[src/rtl/saturn_def_buscmd.sv]
// Shared definitions for the Saturn bus-program queue: BUSCMD codes,
// program-entry layout and the serialiser FSM state encoding.
package saturn_def_buscmd;

  localparam int ENTRY_W        = 5;
  localparam int ENTRY_FLAG_BIT = 4;

  typedef enum logic [3:0] {
    BUSCMD_PC_READ     = 4'h0,
    BUSCMD_DP_WRITE    = 4'h1,
    BUSCMD_DP_READ     = 4'h2,
    BUSCMD_PC_WRITE    = 4'h3,
    BUSCMD_LOAD_PC     = 4'h4,
    BUSCMD_LOAD_DP     = 4'h5,
    BUSCMD_CONFIGURE   = 4'h6,
    BUSCMD_UNCONFIGURE = 4'h7,
    BUSCMD_ID          = 4'h8,
    BUSCMD_PC_READ_ALT = 4'h9,
    BUSCMD_RESET       = 4'hF
  } buscmd_e;

  typedef enum logic {
    ST_IDLE   = 1'b0,
    ST_SERIAL = 1'b1
  } busq_state_e;

  // Flag bit set marks a command entry, clear marks an address nibble.
  function automatic logic [ENTRY_W-1:0] make_entry(input logic is_cmd,
                                                    input logic [3:0] payload);
    return {is_cmd, payload};
  endfunction

endpackage

[src/rtl/saturn_busq_fifo.sv]
// Circular entry store for the bus-program queue: pointers, occupancy count,
// full/empty and sticky underflow. Macro SATURN_BUSQ_HIGH_WATER_EN adds a high-water register.
module saturn_busq_fifo
  import saturn_def_buscmd::*;
#(
  parameter int DEPTH = 32,
  parameter int PTR_W = $clog2(DEPTH)
) (
  input  logic               i_clk,
  input  logic               i_reset_n,
  input  logic               i_clk_en,
  input  logic               i_flush,
  input  logic               i_wr_en,
  input  logic [ENTRY_W-1:0] i_wr_data,
  input  logic               i_rd_en,
  output logic [ENTRY_W-1:0] o_rd_data,
  output logic               o_empty,
  output logic               o_full,
  output logic [PTR_W:0]     o_count,
  output logic               o_underflow,
  output logic [PTR_W:0]     o_high_water
);

  logic [ENTRY_W-1:0] mem [DEPTH];
  logic [PTR_W-1:0]   wr_ptr, rd_ptr;
  logic [PTR_W:0]     count, count_nxt;
  logic               underflow;
  logic               push, pop, pop_empty;

  assign push      = i_clk_en & i_wr_en;
  assign pop       = i_clk_en & i_rd_en & (count != '0);
  assign pop_empty = i_clk_en & i_rd_en & (count == '0);

  always_comb begin
    count_nxt = count;
    if (i_flush)
      count_nxt = '0;
    else if (push && !pop)
      count_nxt = count + 1'b1;
    else if (pop && !push)
      count_nxt = count - 1'b1;
  end

  // Pointers wrap naturally because DEPTH is a power of two.
  always_ff @(posedge i_clk or negedge i_reset_n) begin
    if (!i_reset_n) begin
      wr_ptr    <= '0;
      rd_ptr    <= '0;
      count     <= '0;
      underflow <= 1'b0;
    end else if (i_clk_en) begin
      count <= count_nxt;
      if (i_flush) begin
        wr_ptr    <= '0;
        rd_ptr    <= '0;
        underflow <= 1'b0;
      end else begin
        if (push)      wr_ptr    <= wr_ptr + 1'b1;
        if (pop)       rd_ptr    <= rd_ptr + 1'b1;
        if (pop_empty) underflow <= 1'b1;
      end
    end
  end

  always_ff @(posedge i_clk) begin
    if (push && !i_flush)
      mem[wr_ptr] <= i_wr_data;
  end

  assign o_rd_data   = mem[rd_ptr];
  assign o_empty     = (count == '0);
  assign o_full      = (count == (PTR_W+1)'(DEPTH));
  assign o_count     = count;
  assign o_underflow = underflow;

`ifdef SATURN_BUSQ_HIGH_WATER_EN
  logic [PTR_W:0] high_water;

  always_ff @(posedge i_clk or negedge i_reset_n) begin
    if (!i_reset_n)
      high_water <= '0;
    else if (i_clk_en) begin
      if (i_flush)
        high_water <= '0;
      else if (count_nxt > high_water)
        high_water <= count_nxt;
    end
  end

  assign o_high_water = high_water;
`else
  assign o_high_water = '0;
`endif

endmodule

[src/rtl/saturn_bus_program_queue.sv]
// Bus-program builder: turns command/address requests into 5-bit program
// entries queued in a FIFO. Optional macro: SATURN_BUSQ_HIGH_WATER_EN.
//
//   state     | meaning
//   ----------+-------------------------------------------------------
//   ST_IDLE   | accepting requests when enough space is free
//   ST_SERIAL | writing latched address nibbles, LS nibble first
module saturn_bus_program_queue
  import saturn_def_buscmd::*;
#(
  parameter int DEPTH        = 32,
  parameter int ADDR_NIBBLES = 5,
  parameter int PTR_W        = $clog2(DEPTH)
) (
  input  logic                      i_clk,
  input  logic                      i_reset_n,
  input  logic                      i_clk_en,
  input  logic                      i_flush,
  input  logic                      i_req_valid,
  output logic                      o_req_ready,
  input  logic [3:0]                i_req_cmd,
  input  logic                      i_req_has_addr,
  input  logic [4*ADDR_NIBBLES-1:0] i_req_addr,
  input  logic                      i_rd_en,
  output logic [ENTRY_W-1:0]        o_rd_data,
  output logic                      o_empty,
  output logic                      o_full,
  output logic [PTR_W:0]            o_count,
  output logic                      o_busy,
  output logic                      o_underflow,
  output logic [PTR_W:0]            o_high_water
);

  localparam int NIB_W  = (ADDR_NIBBLES > 1) ? $clog2(ADDR_NIBBLES) : 1;
  localparam int ADDR_W = 4 * ADDR_NIBBLES;

  busq_state_e        state_q, state_d;
  logic [NIB_W-1:0]   nibble_q, nibble_d;
  logic [ADDR_W-1:0]  addr_q, addr_d;
  logic [PTR_W:0]     count, free, need;
  logic               room, accept;
  logic               wr_en;
  logic [ENTRY_W-1:0] wr_data;

  // Space check uses start-of-cycle count; a same-cycle pop is not credited.
  assign free   = (PTR_W+1)'(DEPTH) - count;
  assign need   = i_req_has_addr ? (PTR_W+1)'(ADDR_NIBBLES + 1) : (PTR_W+1)'(1);
  assign room   = (state_q == ST_IDLE) && (free >= need);
  assign o_req_ready = room & i_reset_n & ~(i_flush & i_clk_en);
  assign accept = i_req_valid & o_req_ready & i_clk_en;
  assign o_busy = (state_q == ST_SERIAL);

  always_comb begin
    state_d  = state_q;
    nibble_d = nibble_q;
    addr_d   = addr_q;
    wr_en    = 1'b0;
    wr_data  = '0;
    case (state_q)
      ST_IDLE: begin
        if (accept) begin
          wr_en   = 1'b1;
          wr_data = make_entry(1'b1, i_req_cmd);
          if (i_req_has_addr) begin
            addr_d   = i_req_addr;
            nibble_d = '0;
            state_d  = ST_SERIAL;
          end
        end
      end
      ST_SERIAL: begin
        wr_en    = i_clk_en;
        wr_data  = make_entry(1'b0, addr_q[3:0]);
        addr_d   = addr_q >> 4;
        nibble_d = nibble_q + 1'b1;
        if (nibble_q == NIB_W'(ADDR_NIBBLES - 1)) begin
          nibble_d = '0;
          state_d  = ST_IDLE;
        end
      end
      default: state_d = ST_IDLE;
    endcase
    if (i_flush) begin
      state_d  = ST_IDLE;
      nibble_d = '0;
    end
  end

  always_ff @(posedge i_clk or negedge i_reset_n) begin
    if (!i_reset_n) begin
      state_q  <= ST_IDLE;
      nibble_q <= '0;
      addr_q   <= '0;
    end else if (i_clk_en) begin
      state_q  <= state_d;
      nibble_q <= nibble_d;
      addr_q   <= addr_d;
    end
  end

  saturn_busq_fifo #(
    .DEPTH (DEPTH),
    .PTR_W (PTR_W)
  ) u_fifo (
    .i_clk        (i_clk),
    .i_reset_n    (i_reset_n),
    .i_clk_en     (i_clk_en),
    .i_flush      (i_flush),
    .i_wr_en      (wr_en),
    .i_wr_data    (wr_data),
    .i_rd_en      (i_rd_en),
    .o_rd_data    (o_rd_data),
    .o_empty      (o_empty),
    .o_full       (o_full),
    .o_count      (count),
    .o_underflow  (o_underflow),
    .o_high_water (o_high_water)
  );

  assign o_count = count;

endmodule

[config.mk]
export PLATFORM = sky130hd
export DESIGN_NAME = saturn_bus_program_queue
export DESIGN_NICKNAME = d
export VERILOG_FILES = /design/src/rtl/saturn_def_buscmd.sv /design/src/rtl/saturn_busq_fifo.sv /design/src/rtl/saturn_bus_program_queue.sv
export SDC_FILE = /design/constraint.sdc
export NUM_CORES = 1
export LEC_CHECK = 0
export BUFFER_PORTS_ARGS = -buffer_cell sky130_fd_sc_hd__buf_2
export CAP_MARGIN = 20
export CORE_MARGIN = 5
export CORE_UTILIZATION = 35
export DETAILED_ROUTE_END_ITERATION = 6
export GPL_TIMING_DRIVEN = 0
export PLACE_DENSITY_LB_ADDON = 0.25
export REMOVE_ABC_BUFFERS = 1
export SKIP_LAST_GASP = 1
export SLEW_MARGIN = 20
export SYNTH_ARGS = -nofsm -noshare
export SYNTH_HDL_FRONTEND = slang
export SYNTH_SLANG_ARGS = --single-unit
[constraint.sdc]
create_clock -name i_clk -period 3.91 [get_ports i_clk]
set_clock_uncertainty 0.1 [all_clocks]
set_input_delay 0.9775 -clock i_clk [delete_from_list [all_inputs] [get_ports i_clk]]
set_output_delay 0.9775 -clock i_clk [all_outputs]
set_load 0.01 [all_outputs]
==> metrics.yaml, run 1 <==
drt:
  routedWlPerCell_um: 19.86
  drc: 0
  vias_per_cell: 5.284
  routed_wl_um: 18610
  vias: 4951
  firstDrtPassIters: 4
  ant_nets: 0
  initialDrtViolationCount: 334
sta:
  setup-tns-final_ns: 0
  rsz0062_at_grt: "no"
  setup_viol: 0
  max_freq_mhz: 262.6
  fin_ws_ns: 0.1013
  fin_crit_ns: 3.809
  drv_slew: 0
  hold_viol: 0
  maxSlewHeadroom: 0.3772
  timing.final.crit_share: 0.9741
  worst_slew_pin_slew_ns: 0.9332
placed_design:
  place_worst_setup_slack_ns: -1.161
  portBuffers: 46
  gp_congestion: 0.7884
  dp.cells: 892
  hpwl_um: 12330
power_and_ir_drop:
  pwr-share-seq: 0.413
  p_sw_mw: 2.047
  swShare: 0.2976
  ir_worst_vdd_mv: 0.3681
  clockPowerShare: 0.318
  power_density_mw_per_mm2: 660.7
  p_comb_frac: 0.269
  leakagePower_nw: 3.562
  intPower_mw: 4.832
floorplan:
  dieHeight_um: 170.3
  rows: 58
  start_util: 0.3562
  ios: 53
  core_mm2: 0.02525
  dieArea_mm2: 0.02901
  die_w_um: 170.3
yosys:
  synth_async_sr_flop_share: 0.2040
  syn-cell-area_mm2: 0.008996
  synthCells: 547
  yosysUniqueCellTypes: 65
  synth_ff_type: "edfxtp_1"
  ys_seq_area_frac: 0.6481
  synth-edff-count: 160
  yosysWarnings: 0
  synth-seq-cells: 201
  avgSynthCellArea_um2: 16.45
cts:
  path_clk_slew_ns: 0.06
  root_buffer: "clkbuf_16"
  ctsHoldBuffers: 0
  clock_latency_ns: 0.50
  cts_tree: "built"
  cts_buffers: 22
  clockBufferDepth: 3
  cts_sinks: 201
  h-tree-depth: 1
finish:
  stdcell_count: 937
  fillers: 2300
  antenna_cells: 0
  drive_above_1_share: 0.3278
  finalNetCount: 638
  syn_to_final_growth_pct: 15.73
min_path:
  hold_class: "primary input to asynchronous set/reset pin"
critical_path:
  critPathArrivalTime_ns: 2.73
  start_kind: "primary input"
  criticalPathCategory: "primary input to output pin"
  cp_max_fo: 4
  crit_path_end_kind: "output pin"
  required_ns: 2.83
global_route:
  antenna_found_initial: 0
  grt.overflow.total: 0
  grt_pass1_vias: 5178
  grt_max_degree: 44
  grt_pass1_wl_um: 29970
  grt_use_total: 0.1312
status:
  status: "finished clean"
job:
  drv_cap: 0
worst max-delay path, stage by stage:
cell,delay (ns)
buf_2,0.12
inv_1,0.16
ha_1,0.26
or3b_2,0.46
a221o_1,0.37
o2111a_1,0.26
buf_2,0.14
Yosys cell counts, types with 3 or more instances:
| cell | number | share of area |
|---|---|---|
| buf_2 | 3 | 0.0017 |
| nand4_1 | 4 | 0.0028 |
| a21oi_2 | 10 | 0.0097 |
| ha_1 | 15 | 0.021 |
| nand2_2 | 3 | 0.0021 |
| o22ai_1 | 28 | 0.019 |
| xnor2_1 | 3 | 0.0029 |
| dfrtp_1 | 41 | 0.11 |
| nand3_1 | 5 | 0.0028 |
| o31ai_1 | 5 | 0.0042 |
| and2_1 | 3 | 0.0021 |
| buf_4 | 7 | 0.0058 |
| o21ai_0 | 4 | 0.0022 |
| inv_1 | 12 | 0.0050 |
| nand2_1 | 21 | 0.0088 |
| a21oi_1 | 14 | 0.0078 |
| edfxtp_1 | 160 | 0.53 |
| o22ai_2 | 9 | 0.013 |
| clkbuf_1 | 20 | 0.0083 |
| mux2_2 | 7 | 0.0088 |
| a31oi_1 | 4 | 0.0028 |
| buf_6 | 3 | 0.0038 |
| mux4_2 | 50 | 0.13 |
| buf_1 | 4 | 0.0017 |
| a21o_1 | 4 | 0.0033 |
| nor3_1 | 5 | 0.0028 |
| nor2_1 | 40 | 0.017 |
| nand3b_1 | 4 | 0.0033 |
| a22o_1 | 9 | 0.0088 |
| xor2_1 | 7 | 0.0068 |
routing by layer:
metal | vias to the layer above | part of all wire | global-route usage | routed length (µm)
li1 | 2258 | - | - | -
met1 | 2532 | 0.47 | 0.1936 | 8701
met2 | 133 | 0.46 | 0.2036 | 8604
met3 | 28 | 0.051 | 0.02346 | 952
met4 | 0 | 0.019 | 0.03090 | 354
met5 | - | 0 | 0 | 0
layout make-up:
type	instances	area, µm²	area share
sequential	201	5841	0.5610
inverter	12	45.04	0.004326
clock buffer	24	558.0	0.05360
tap	330	412.9	0.03966
clock inverter	16	212.7	0.02043
multi-input combinational	300	2983	0.2865
timing repair buffer	54	359.1	0.03449
cell usage in the layout, fill, tap and decap left out, drive strengths merged, types with 5 or more instances in the layout:
cell type	netlist	routed
nor2	41	41
mux4	50	50
inv	12	12
mux2	7	7
a22o	9	9
edfxtp	160	160
conb	1	6
clkinv	0	11
nand2	24	24
o21ai	5	5
ha	15	15
bufinv	0	5
o31ai	6	6
nor3	5	5
dfrtp	41	41
buf	19	54
o22ai	37	37
xor2	7	7
clkbuf	20	24
nand3	5	5
a21oi	24	24
worst paths after layout:
kind,startpoint,to,slack [ns],depth (start not counted)
min,i_reset_n,u_fifo.o_underflow$_DFFE_PN0P_,0.28,1
min reg2reg,addr_q[19]$_DFFE_PN0P_,addr_q[19]$_DFFE_PN0P_,0.41,1
min in group i_clk,addr_q[19]$_DFFE_PN0P_,addr_q[19]$_DFFE_PN0P_,0.41,1
max,i_req_has_addr,o_req_ready,0.10,7
max reg2reg,u_fifo.o_count[1]$_DFFE_PN0P_,u_fifo.o_count[5]$_DFFE_PN0P_,0.24,15
max in group asynchronous,i_reset_n,u_fifo.o_count[0]$_DFFE_PN0P_,3.07,1
repair_timing:
item	in CTS	in global routing
buffers inserted	2	2
cloned	1	0
endpoints found under the setup margin	192	13
resized for setup	9	15
pin swaps	0	3
cells by family (layout without fill, tap and decap cells):
| logic type | after synthesis | count (layout) | share of synthesized area |
|---|---|---|---|
| flip-flops | 201 | 201 | 0.6481 |
| AO/OA/AOI/OAI | 108 | 108 | 0.09708 |
| AND/OR/NAND/NOR | 101 | 101 | 0.05577 |
| multiplexers | 59 | 59 | 0.1362 |
| buffers and inverters | 51 | 106 | 0.02962 |
| adder cells (fa/ha/maj) | 16 | 16 | 0.02309 |
| XOR/XNOR | 10 | 10 | 0.009736 |
| other | 1 | 6 | 0.0004168 |
flip-flops by register name, indices dropped and copies added (netlist names):
register,count
addr_q,20
nibble_q,3
o_busy,1
u_fifo.mem,160
u_fifo.o_count,6
u_fifo.o_underflow,1
u_fifo.rd_ptr,5
u_fifo.wr_ptr,5
per-stage QoR:
stage | utilization | total power [mW] | cell area [µm²] | hold WS (ns)
floorplan | - | 4.106 | 8793 | 0.3666
global placement | 0.3737 | 4.568 | 9437 | 0.3854
detailed placement | 0.3768 | 4.656 | 9515 | 0.3926
CTS | 0.4100 | 6.917 | 10350 | 0.3879
global route | 0.4123 | 7.265 | 10410 | 0.3211
finish | 0.4123 | 6.879 | 10410 | 0.2818
power by group through the flow:
stage          logic [mW]  registers [mW]  clock network [mW]
2_1_floorplan        1.22            2.88                   0
3_3_place_gp         1.60            2.97                   0
3_5_place_dp         1.76            2.90                   0
4_1_cts              1.84            2.84                2.24
5_1_grt              2.06            2.87                2.34
6_report             1.85            2.84                2.19
Power figures use the tool's default switching activity.
==> run 2, diff against run 1 <==
--- a/config.mk
+++ b/config.mk
@@ -5,11 +5,11 @@
 export SDC_FILE = /design/constraint.sdc
 export NUM_CORES = 1
 export LEC_CHECK = 0
-export BUFFER_PORTS_ARGS = -buffer_cell sky130_fd_sc_hd__buf_2
 export CAP_MARGIN = 20
 export CORE_MARGIN = 5
 export CORE_UTILIZATION = 35
 export DETAILED_ROUTE_END_ITERATION = 6
+export DONT_BUFFER_PORTS = 1
 export GPL_TIMING_DRIVEN = 0
 export PLACE_DENSITY_LB_ADDON = 0.25
 export REMOVE_ABC_BUFFERS = 1
==> run 2 against run 1 <==
  * Core utilization is 1.1 points lower
  * Worst setup slack worse by 0.072 ns
  * Largest power group unchanged
  * Critical path depth stayed put
  * Critical path type is now flop to output pin
  * Count of clock-buffer cells in the layout is 5 higher
  * Sequential share of layout area is 1.5 points higher
  * Cell count is 4.6% lower
  * Clock power is 12% lower
  * Global-route usage is 0.15 points higher
  * Non-clock buffer count is 42 lower
  * Register-to-register slack worse by 0.11 ns
  * Design area is 2.6% lower
==> metrics.yaml, run 2 (same netlist as run 1, synthesis figures left out) <==
power_and_ir_drop:
  leakagePower_nw: 3.320  # -6.8%
  power_density_mw_per_mm2: 654.6  # -0.93%
  p_total_mw: 6.635  # -3.5%
  ir_worst_vdd_mv: 0.3930  # +6.8%
placed_design:
  portBuffers: 0  # -100%
  gp_congestion: 0.7905  # +0.27%
  place_worst_setup_slack_ns: -0.5534  # +0.6080 ns
  hpwl_um: 12440  # +0.87%
  dp.cells: 846  # -5.2%
global_route:
  grt_use_total: 0.1326  # +0.001457
  grt_pass1_vias: 5113  # -1.3%
  antenna_found_initial: 0  # unchanged
  grt.overflow.total: 0  # unchanged
  grt_max_degree: 44  # unchanged
  grt_pass1_wl_um: 30100  # +0.44%
drt:
  firstDrtPassIters: 4  # unchanged
  drc: 0  # unchanged
  initialDrtViolationCount: 261  # -22%
  vias: 4924  # -0.55%
  routed_wl_um: 19230  # +3.3%
  routedWlPerCell_um: 21.51  # +8.3%
  ant_nets: 0  # unchanged
  vias_per_cell: 5.508  # +4.2%
sta:
  timing.final.crit_share: 0.9924  # +0.01830
  fin_ws_ns: 0.02975  # -0.07156 ns
  fin_crit_ns: 3.880  # +0.07156 ns
  whs_ns: 0.07405  # -0.2078 ns
  worst_slew_pin_slew_ns: 0.9442  # +0.01105 ns
  rsz0062_at_grt: "yes"
  drv_slew: 0  # unchanged
  max_freq_mhz: 257.7  # -1.8%
  setup_viol: 0  # unchanged
  hold_viol: 0  # unchanged
  maxSlewHeadroom: 0.3698  # -0.007377
critical_path:
  cpPeakStageDelay_ns: 0.50  # +0.04 ns
  start_kind: "flop"
  cp.buffers_inverters: 2  # -1
  critical_path_depth: 7  # unchanged
  worstRegToRegCells: 15  # unchanged
  criticalPathCategory: "flop to output pin"
  slowest_stage: "dfrtp_2"
  r2r_end: "u_fifo.o_count[5]$_DFFE_PN0P_"
  rr_startpoint: "u_fifo.o_count[0]$_DFFE_PN0P_"
  critPathArrivalTime_ns: 2.80  # +0.07 ns
  crit_chain: "clkinvlp_4 > ha_4 > ha_4 > or3b_4 > a221o_1 > buf_4 > o2111a_1"
  reg2reg_slack_ns: 0.13  # -0.11 ns
  required_ns: 2.83  # about the same
  crit_top_cell: "ha_4"
  crit_path_end_kind: "output pin"
  cp_max_fo: 7  # +3
  crit_family: "compound AO/OA/AOI/OAI gates"
finish:
  layout_commonest_cell: "edfxtp_1"
  largest_register: "u_fifo.mem"
  regArea_mm2: 0.005837  # about the same
  final_cell_mix: "160 x edfxtp_1, 50 x mux4_2, 40 x nor2_1"
  finalNetCount: 596  # -6.6%
  drive_above_1_share: 0.2695  # -0.05834
  multi_input_area_mm2: 0.003020  # +1.3%
  syn_to_final_growth_pct: 12.67
  largest_reg_flops: 160  # unchanged
  stdcell_count: 894  # -4.6%
  antenna_cells: 0  # unchanged
  fillers: 2309  # +0.39%
cts:
  ctsHoldBuffers: 0  # unchanged
  clock_latency_ns: 0.49  # about the same
  cts_buffers: 22  # unchanged
  clockBufferDepth: 3  # unchanged
  h-tree-depth: 1  # unchanged
  cts_tree: "built"
  path_clk_slew_ns: 0.06  # about the same
  root_buffer: "clkbuf_16"
  cts_sinks: 201  # unchanged
floorplan:
  core_mm2: 0.02525  # unchanged
  start_util: 0.3562  # unchanged
  ios: 53  # unchanged
  dieHeight_um: 170.3  # unchanged
  rows: 58  # unchanged
  dieArea_mm2: 0.02901  # unchanged
  die_w_um: 170.3  # unchanged
job:
  drv_cap: 0  # unchanged
status:
  status: "finished clean"
min_path:
  hold_class: "primary input to asynchronous set/reset pin"
[run 2: cell count changes in the layout (fill, tap and decap cells not counted), sizes merged]
cell      previous run  this run
clkinv              11         8
clkinvlp             0         2
clkbuf              24        29
bufinv               5         1
inv                 12        11
buf                 54        12
[run 2: worst reg2reg max path, cell delays in order, from the launching register on]
cell and delay, ns:
dfrtp_2 0.50, clkinvlp_4 0.21, ha_4 0.26, ha_4 0.16, or3b_4 0.36, a221o_1 0.39
nand2_4 0.17, a31oi_4 0.13, nand2_2 0.18, ha_1 0.27, a211oi_2 0.23, o21bai_1 0.12
a21oi_2 0.22, nor4_1 0.07, a22oi_1 0.18, nand3_1 0.10
[run 2: per-layer routing]
layer / vias to the layer above / global-route usage / share of wire
met3: 25 / 0.02671 / 0.055
met5: - / 0 / 0
met1: 2580 / 0.1868 / 0.45
met2: 138 / 0.2168 / 0.48
li1: 2181 / - / -
met4: 0 / 0.02535 / 0.015
[run 2: worst max-delay path by stage]
stage	from	end	slack [ns]
after CTS	u_fifo.o_count[0]$_DFFE_PN0P_	u_fifo.o_count[5]$_DFFE_PN0P_	-0.11
after detailed placement	i_req_has_addr	u_fifo.o_count[5]$_DFFE_PN0P_	-0.55
after global routing	u_fifo.o_count[0]$_DFFE_PN0P_	o_req_ready	-0.04
after global placement	i_flush	u_fifo.mem[4][1]$_DFFE_PP_	-1.62
after floorplan	u_fifo.rd_ptr[0]$_DFFE_PN0P_	o_rd_data[0]	-0.30
final	u_fifo.o_count[0]$_DFFE_PN0P_	o_req_ready	0.03
[run 2: timing repair]
| action | CTS | global route |
|---|---|---|
| pin swaps | 1 | 4 |
| setup endpoints to repair | 137 | 3 |
| setup buffers | 4 | 5 |
| resized for setup | 8 | 12 |
[run 2: through the flow]
step,TNS [ns],util,area [µm²]
2_1_floorplan,-13.20,-,8793
3_3_place_gp,-233.97,0.3645,9206
3_5_place_dp,-43.22,0.3674,9278
4_1_cts,-0.1108,0.3965,10010
5_1_grt,-0.05180,0.4014,10140
6_report,0,0.4014,10140
[run 2: final cells by class]
type,instances,area share
Clock buffer,29,0.05789
Clock inverter,10,0.008271
Inverter,12,0.004814
Multi-Input combinational cell,300,0.2980
Sequential cell,201,0.5759
Tap cell,330,0.04074
Timing Repair Buffer,12,0.01444
[run 2: where the power goes]
group | leakage (nW) | total (mW) | internal [mW] | switching, mW
sequential | 2.01 | 2.86 | 2.60 | 0.268
combinational | 0.985 | 1.84 | 0.873 | 0.969
clock | 0.325 | 1.93 | 1.12 | 0.805
==> run 3, diff against run 2 <==
--- a/config.mk
+++ b/config.mk
@@ -11,7 +11,7 @@
 export DETAILED_ROUTE_END_ITERATION = 6
 export DONT_BUFFER_PORTS = 1
 export GPL_TIMING_DRIVEN = 0
-export PLACE_DENSITY_LB_ADDON = 0.25
+export PLACE_DENSITY_LB_ADDON = 0.3
 export REMOVE_ABC_BUFFERS = 1
 export SKIP_LAST_GASP = 1
 export SLEW_MARGIN = 20
==> run 3 against run 2 <==
  * Sequential share of layout area is 0.33 points higher
  * Critical path depth unchanged
  * Flip-flop and latch count did not move
  * Worst setup slack improved by 0.058 ns
  * Cell count is 0.45% lower
  * Critical endpoint unchanged
==> metrics.yaml, run 3 (same netlist as run 1, synthesis figures left out) <==
status:
  status: "finished clean"
global_route:
  antenna_found_initial: 0  # unchanged
  grt.overflow.total: 0  # unchanged
  grt_pass1_wl_um: 30570  # +1.5%
  grt_max_degree: 44  # unchanged
  grt_use_total: 0.1358  # +0.003123
  grt_pass1_vias: 5242  # +2.5%
critical_path:
  slowest_stage: "dfrtp_2"
  cp_max_fo: 7  # unchanged
  cpPeakStageDelay_ns: 0.49  # about the same
  critPathArrivalTime_ns: 2.74  # -0.06 ns
  crit_chain: "inv_4 > ha_4 > ha_1 > or3b_2 > a221o_1 > buf_4 > o2111a_1"
  crit_path_end_kind: "output pin"
  criticalPathCategory: "flop to output pin"
  required_ns: 2.83  # about the same
  start_kind: "flop"
cts:
  clock_latency_ns: 0.49  # about the same
  clockBufferDepth: 3  # unchanged
  cts_sinks: 201  # unchanged
  cts_buffers: 22  # unchanged
  h-tree-depth: 1  # unchanged
  cts_tree: "built"
  root_buffer: "clkbuf_16"
  path_clk_slew_ns: 0.06  # about the same
sta:
  max_freq_mhz: 261.6  # +1.5%
  maxSlewHeadroom: 0.3553  # -0.01450
  setup-tns-final_ns: 0  # unchanged
  worst_slew_pin_slew_ns: 0.9588  # +0.01460 ns
  hold_viol: 0  # unchanged
  drv_slew: 0  # unchanged
  fin_ws_ns: 0.08795  # +0.05820 ns
  fin_crit_ns: 3.822  # -0.05820 ns
  timing.final.crit_share: 0.9775  # -0.01489
  setup_viol: 0  # unchanged
floorplan:
  rows: 58  # unchanged
  dieArea_mm2: 0.02901  # unchanged
  core_mm2: 0.02525  # unchanged
  die_w_um: 170.3  # unchanged
  ios: 53  # unchanged
  start_util: 0.3562  # unchanged
  dieHeight_um: 170.3  # unchanged
job:
  drv_cap: 0  # unchanged
drt:
  routedWlPerCell_um: 22.02  # +2.4%
  ant_nets: 0  # unchanged
  initialDrtViolationCount: 342  # +31%
  firstDrtPassIters: 5  # +1
  drc: 0  # unchanged
  vias_per_cell: 5.509  # about the same
  routed_wl_um: 19600  # +1.9%
  vias: 4903  # -0.43%
finish:
  syn_to_final_growth_pct: 12.06
  stdcell_count: 890  # -0.45%
  largest_reg_flops: 160  # unchanged
  drive_above_1_share: 0.2625  # -0.007004
  final_cell_mix: "160 x edfxtp_1, 50 x mux4_2, 40 x nor2_1"
  finalNetCount: 592  # -0.67%
  layout_commonest_cell: "edfxtp_1"
  antenna_cells: 0  # unchanged
  largest_register: "u_fifo.mem"
placed_design:
  place_worst_setup_slack_ns: -0.5364  # +0.01695 ns
  hpwl_um: 12490  # +0.36%
  gp_congestion: 0.7876  # -0.37%
  dp.cells: 846  # unchanged
  portBuffers: 0  # unchanged
power_and_ir_drop:
  leakagePower_nw: 3.313  # -0.23%
  power_density_mw_per_mm2: 655.0  # about the same
  ir_worst_vdd_mv: 0.3816  # -2.9%
min_path:
  hold_class: "primary input to asynchronous set/reset pin"
-- run 3: timing repair --
item | CTS | global route
setup buffers | 2 | 3
hold buffers | 0 | 0
endpoints found under the setup margin | 137 | 3
resized for setup | 5 | 8
pin swaps | 0 | 3
-- run 3: power breakdown --
part	internal [mW]	leakage, nW	switching, mW
logic	0.829	0.966	0.963
clock network	1.16	0.337	0.793
registers	2.60	2.01	0.263
-- run 3: per-stage QoR --
step	hold WS, ns	utilization	area [µm²]	power, mW
after floorplan	0.3666	-	8793	4.106
after global placement	0.3915	0.3645	9206	4.499
after detailed placement	0.3998	0.3679	9290	4.603
after CTS	0.05039	0.3966	10010	6.605
after global routing	0.04261	0.3992	10080	6.947
final	0.07018	0.3992	10080	6.603
-- run 3: layer usage --
metal,track usage,part of all wire,up-vias
met2,0.2225,0.49,165
li1,-,-,2170
met4,0.02500,0.018,0
met3,0.03113,0.073,24
met5,0,0,-
met1,0.1886,0.42,2544
-- run 3: final timing paths --
kind / from / endpoint / slack, ns / cells after the start
min: i_reset_n / u_fifo.rd_ptr[4]$_DFFE_PN0P_ / 0.07 / 0
max reg2reg: u_fifo.o_count[0]$_DFFE_PN0P_ / u_fifo.o_count[5]$_DFFE_PN0P_ / 0.20 / 15
max: u_fifo.o_count[0]$_DFFE_PN0P_ / o_req_ready / 0.09 / 7
max in group asynchronous: i_reset_n / addr_q[19]$_DFFE_PN0P_ / 3.54 / 0
min in group i_clk: addr_q[19]$_DFFE_PN0P_ / addr_q[19]$_DFFE_PN0P_ / 0.40 / 1
min reg2reg: addr_q[19]$_DFFE_PN0P_ / addr_q[19]$_DFFE_PN0P_ / 0.40 / 1
-- run 3: critical path: cells and delay by family (launching register included) --
kind,cells,cell delay (ns)
DFF,1,0.49
AOI/OAI and AO/OA,2,0.64
and+or+nand+nor,1,0.45
buffers and inverters,2,0.28
adders and majority gates,2,0.40
-- run 3: final cells by class --
cell class	count	area (µm²)
Clock buffer	29	608.1
Clock inverter	10	73.82
Fill cell	2315	15170
Inverter	12	47.55
Multi-Input combinational cell	300	2983
Sequential cell	201	5838
Tap cell	330	412.9
Timing Repair Buffer	8	117.6
